$ cat config.mk
export PLATFORM = sky130hd
export DESIGN_NAME = pattern_detect_ctrl
export DESIGN_NICKNAME = d
export VERILOG_FILES = /design/src/rtl/pattern_detect_ctrl.sv
export SDC_FILE = /design/constraint.sdc
export NUM_CORES = 1
export LEC_CHECK = 0
export BUFFER_PORTS_ARGS = -buffer_cell sky130_fd_sc_hd__buf_2
export CAP_MARGIN = 20
export CELL_PAD_IN_SITES_DETAIL_PLACEMENT = 1
export CELL_PAD_IN_SITES_GLOBAL_PLACEMENT = 2
export CORE_ASPECT_RATIO = 0.6
export CORE_MARGIN = 8
export CORE_UTILIZATION = 23
export DETAILED_ROUTE_END_ITERATION = 12
export PLACE_DENSITY_LB_ADDON = 0.15
export SETUP_SLACK_MARGIN = 0.2
export SYNTH_ARGS = -nofsm -noshare
export SYNTH_HDL_FRONTEND = slang
export SYNTH_SLANG_ARGS = --single-unit
$ cat constraint.sdc
create_clock -name clk -period 2.5 [get_ports clk]
set_input_delay 0.5 -clock clk [delete_from_list [all_inputs] [get_ports clk]]
set_output_delay 0.5 -clock clk [all_outputs]
set_load 0.05 [all_outputs]
$ cat src/rtl/pattern_detect_ctrl.sv
// Programmable serial pattern detector with a config handshake and match counting.
// The config path loads pattern/len/target. Each run is armed, then scans the x
// stream with overlap, counts matches, and stops on the target count or on abort.
module pattern_detect_ctrl #(
  parameter int unsigned MAX_LEN = 8,
  parameter int unsigned LEN_W   = 4,
  parameter int unsigned CNT_W   = 8
) (
  input  logic               clk,
  input  logic               reset,
  input  logic               cfg_valid,
  output logic               cfg_ready,
  input  logic [MAX_LEN-1:0] cfg_pattern,
  input  logic [LEN_W-1:0]   cfg_len,
  input  logic [CNT_W-1:0]   cfg_target,
  output logic               cfg_err,
  input  logic               start,
  input  logic               abort,
  input  logic               x,
  input  logic               x_valid,
  output logic               z,
  output logic [CNT_W-1:0]   match_count,
  output logic               busy,
  output logic               done
);

  typedef enum logic [1:0] {
    ST_IDLE   = 2'd0,
    ST_LOADED = 2'd1,
    ST_ARMED  = 2'd2,
    ST_DONE   = 2'd3
  } state_t;

  state_t             r_state;
  logic [MAX_LEN-1:0] r_pattern;
  logic [LEN_W-1:0]   r_len;
  logic [CNT_W-1:0]   r_target;
  // Only MAX_LEN-1 past bits are kept; the incoming bit completes the window.
  logic [MAX_LEN-2:0] r_hist;
  logic [LEN_W-1:0]   r_fill;
  logic [CNT_W-1:0]   r_count;
  logic               r_z;
  logic               r_cfg_err;
  logic               r_cfg_ready;
  logic               r_busy;
  logic               r_done;

  logic               w_cfg_legal;
  logic [MAX_LEN-1:0] w_hist_next;
  logic [MAX_LEN-1:0] w_mask;
  logic               w_fill_ok;
  logic               w_hit;
  logic [CNT_W-1:0]   w_count_inc;
  logic [LEN_W-1:0]   w_fill_next;
  logic               w_target_hit;

  // Match detection on the window that includes the current bit.
  always_comb begin
    w_cfg_legal = (cfg_len != '0) && (cfg_len <= LEN_W'(MAX_LEN));
    w_hist_next = {r_hist, x};
    w_mask      = '0;
    for (int unsigned i = 0; i < MAX_LEN; i++) begin
      w_mask[i] = (i < 32'(r_len));
    end
    w_fill_ok    = (({1'b0, r_fill} + (LEN_W + 1)'(1)) >= {1'b0, r_len});
    w_hit        = w_fill_ok && ((w_hist_next & w_mask) == (r_pattern & w_mask));
    w_count_inc  = (r_count == '1) ? r_count : r_count + CNT_W'(1);
    w_fill_next  = (r_fill < r_len) ? r_fill + LEN_W'(1) : r_fill;
    w_target_hit = (r_target != '0) && (w_count_inc == r_target);
  end

  // Control FSM with registered status outputs and the scan datapath.
  always_ff @(posedge clk or posedge reset) begin
    if (reset) begin
      r_state     <= ST_IDLE;
      r_pattern   <= '0;
      r_len       <= '0;
      r_target    <= '0;
      r_hist      <= '0;
      r_fill      <= '0;
      r_count     <= '0;
      r_z         <= 1'b0;
      r_cfg_err   <= 1'b0;
      r_cfg_ready <= 1'b1;
      r_busy      <= 1'b0;
      r_done      <= 1'b0;
    end else begin
      r_z       <= 1'b0;
      r_cfg_err <= 1'b0;
      case (r_state)
        ST_IDLE, ST_LOADED: begin
          if (cfg_valid) begin
            // A config offer always takes precedence over start.
            if (w_cfg_legal) begin
              r_pattern <= cfg_pattern;
              r_len     <= cfg_len;
              r_target  <= cfg_target;
              r_state   <= ST_LOADED;
            end else begin
              r_cfg_err <= 1'b1;
            end
          end else if (start && (r_state == ST_LOADED)) begin
            r_state     <= ST_ARMED;
            r_hist      <= '0;
            r_fill      <= '0;
            r_count     <= '0;
            r_cfg_ready <= 1'b0;
            r_busy      <= 1'b1;
          end
        end
        ST_ARMED: begin
          if (abort) begin
            r_state     <= ST_LOADED;
            r_cfg_ready <= 1'b1;
            r_busy      <= 1'b0;
          end else if (x_valid) begin
            r_hist <= w_hist_next[MAX_LEN-2:0];
            r_fill <= w_fill_next;
            if (w_hit) begin
              r_z     <= 1'b1;
              r_count <= w_count_inc;
              if (w_target_hit) begin
                r_state <= ST_DONE;
                r_busy  <= 1'b0;
                r_done  <= 1'b1;
              end
            end
          end
        end
        ST_DONE: begin
          if (abort) begin
            r_state     <= ST_LOADED;
            r_done      <= 1'b0;
            r_cfg_ready <= 1'b1;
          end else if (start) begin
            r_state <= ST_ARMED;
            r_hist  <= '0;
            r_fill  <= '0;
            r_count <= '0;
            r_done  <= 1'b0;
            r_busy  <= 1'b1;
          end
        end
        default: begin
          r_state <= ST_IDLE;
        end
      endcase
    end
  end

  assign cfg_ready   = r_cfg_ready;
  assign cfg_err     = r_cfg_err;
  assign z           = r_z;
  assign match_count = r_count;
  assign busy        = r_busy;
  assign done        = r_done;

endmodule

==> reports/qor.yml <==
status: "finished clean"
yosysTopAreaCellShare: 0.4123
p_switching_uw: 894.6
mostFrequentLayoutCells: "dfrtp_1 (41), buf_2 (39), nand2_1 (32)"
core_region_area_um2: 11450
overflow: 0
tightest_slew_ns: 0.6229
ys_top_cells_by_area: "dfrtp_1 (41%), mux2_2 (7.4%), ha_1 (4.6%)"
period_minus_slack_ns: 2.297
num_vias: 2361
max_freq_mhz: 435.3
antenna_found_initial: 0
synth_edf_count: 0
grt_max_degree: 28
ys_seq_area_frac: 0.4219
p_int_uw: 1718
worstPathMaxFanout: 5
fp.dieH_um: 100.4
worstPathRequired_ns: 2.73
clock-sinks: 46
p_sw_frac: 0.3424
critPathLaunchType: "register"
rsz0062_at_grt: "true"
finalNetCount: 382
clkTransAtPathRegs_ns: 0.07
yosys_warnings: 0
hold_path.class: "in2async"
cts_made_buffers: 5
die_area_um2: 15730
syn-num-nets: 320
power.leakage_uw: 0.001581
yosysUniqueCellTypes: 54
slew_violations: 0
grt_pass1_vias: 2458
cts_tree: "yes"
boundaryPins: 40
crit_path_max_incr_delay_ns: 0.47
synthFlopType: "dfrtp_1"
finalCritPeriodShare: 0.9189
drtIter0Drc: 93
fin_area_um2: 3538
combinationalPowerShare: 0.322
clock_power_share: 0.292
ctsRootBufferMaster: "clkbuf_16"
arrival_ns: 2.52
rows: 30
dp_hpwl_um: 6586
syn_to_final_growth_pct: 29.55
crit_path_top_delay_cell: "or4_1"
ys_ff_latch: 46
io_buffers: 39
ir_drop_mv: 0.3027
tns_ns: 0
slew_headroom: 0.5841
path_cells: "ha_1 > ha_1 > a21bo_2 > a21oi_2 > o221a_4 > o21ai_4 > or4_1 > nand2_1"
async_reset_ff_frac: 1.000
num_antenna_cells: 0
drt_first_pass_iters: 4
htree_levels: 2
final-hold-violation-count: 0
routed_wl_um: 8636
crit_path_end_kind: "register"
p_per_area_nw_per_um2: 738.4
drv_cap: 0
globalplace.congestion: 0.7453
synth_area_um2: 2731
wl_per_cell_um: 17.07
setup-violations-final: 0
skew_ns: 0.005439
synth_cells: 283
drive_above_1_share: 0.3555
cts_hold_buf: 0
grt_pass1_wl_um: 14130
avgSynthCellArea_um2: 9.651
final_common_cell: "dfrtp_1"
ctsLongestPathBuffers: 2
critPathKind: "reg2reg"
ant_nets: 0
grt_use_total: 0.1161
place_area_um2: 3246
initial_utilization: 0.2386
die_x_um: 156.7
drc: 0
clkLatencyLatePin_ns: 0.29
yosysTopAreaCell: "dfrtp_1"
vias_per_cell: 4.666
power.share.sequential: 0.386
crit_path_frequent_cell: "ha_1"
finalPower_uw: 2613
[kinds of logic (layout without fill, tap and decap cells)]
family | count (synthesis) | in the layout | synth area share
muxes | 20 | 20 | 0.08154
and+or+nand+nor | 97 | 97 | 0.1796
AOI/OAI and AO/OA | 65 | 66 | 0.1782
DFF | 46 | 46 | 0.4219
buffers and inverters | 31 | 93 | 0.04810
adders and majority gates | 10 | 10 | 0.04581
xor gates and xnor gates | 14 | 14 | 0.04489
[stage by stage]
stage / worst slack [ns] / util / cells / hold slack, ns
floorplan: 0.2076 / - / 283 / 0.4586
global placement: 0.1329 / 0.2835 / 490 / 0.4702
detailed placement: 0.08501 / 0.2835 / 490 / 0.4835
CTS: 0.1808 / 0.3058 / 506 / 0.3214
global route: 0.01616 / 0.3091 / 506 / 0.3421
finish: 0.2028 / 0.3091 / 506 / 0.2793
[metal layers]
| metal | track usage | up-vias | share of wire |
|---|---|---|---|
| li1 | - | 1168 | - |
| met1 | 0.1875 | 1148 | 0.59 |
| met2 | 0.1406 | 39 | 0.35 |
| met3 | 0.03389 | 6 | 0.046 |
| met4 | 0.02204 | 0 | 0.0061 |
| met5 | 0 | - | 0 |
[power groups by stage]
stage / registers [uW] / logic (uW) / clock network (uW)
final: 1010 / 841 / 764
after global routing: 1030 / 935 / 823
after CTS: 1010 / 838 / 793
after detailed placement: 1030 / 730 / 0
after global placement: 1020 / 733 / 0
after floorplan: 1030 / 484 / 0
[what timing repair did]
action / 4_1_cts / 5_1_grt
buffers inserted: 7 / 0
endpoints found under the hold margin: 0 / 0
cloned: 1 / 0
pin swaps: 3 / 4
resized for setup: 4 / 9
setup endpoints to repair: 7 / 14
[worst max-delay path: cells and delay by family (launching register included)]
kind	cells	cell delay, ns
AND/OR/NAND/NOR	2	0.54
adder cells (fa/ha/maj)	2	0.58
flip-flops	1	0.38
AO/OA/AOI/OAI	4	0.73
[sequential cells by signal, indices dropped and copies added (netlist names)]
name and count:
match_count 8, r_pattern 8, r_target 8, r_hist 7
r_fill 4, r_len 4, r_state 2, busy 1
cfg_err 1, cfg_ready 1, done 1, z 1
[final cells by class]
cell class	instances	area, um2
sequential	46	1157
multi-input combinational	207	1525
timing repair buffer	68	425.4
fill	1326	7910
inverter	17	63.81
tap	160	200.2
clock inverter	2	37.54
clock buffer	6	128.9
[synth_stat cells (3+ instances only)]
| master | count |
|---|---|
| dfrtp_1 | 45 |
| nand2_1 | 32 |
| mux2_2 | 18 |
| inv_1 | 17 |
| nand3_1 | 16 |
| clkbuf_1 | 12 |
| nor2_1 | 11 |
| a21oi_1 | 10 |
| ha_1 | 10 |
| o21ai_0 | 10 |
| xor2_1 | 10 |
| nor3_1 | 8 |
| o211ai_1 | 7 |
| nand4_1 | 6 |
| nand2b_1 | 4 |
| nor4_1 | 4 |
| o31ai_1 | 4 |
| xnor2_1 | 4 |
| a31oi_1 | 3 |
| or4_1 | 3 |
[path summary, 6_finish.rpt]
| path | start | to | slack (ns) | cells past startpoint |
|---|---|---|---|---|
| setup / recovery | r_fill[0] | match_count[5] | 0.20 | 8 |
| max in group asynchronous | reset | r_len[3] | 1.60 | 3 |
| hold reg to reg | cfg_ready | cfg_ready | 0.49 | 2 |
| min in group clk | cfg_len[2] | r_len[3] | 0.43 | 2 |
| hold / removal | reset | r_target[5] | 0.28 | 2 |
| setup reg to reg | r_fill[0] | match_count[5] | 0.20 | 8 |
Note: power is estimated with default switching activity, not from simulation.
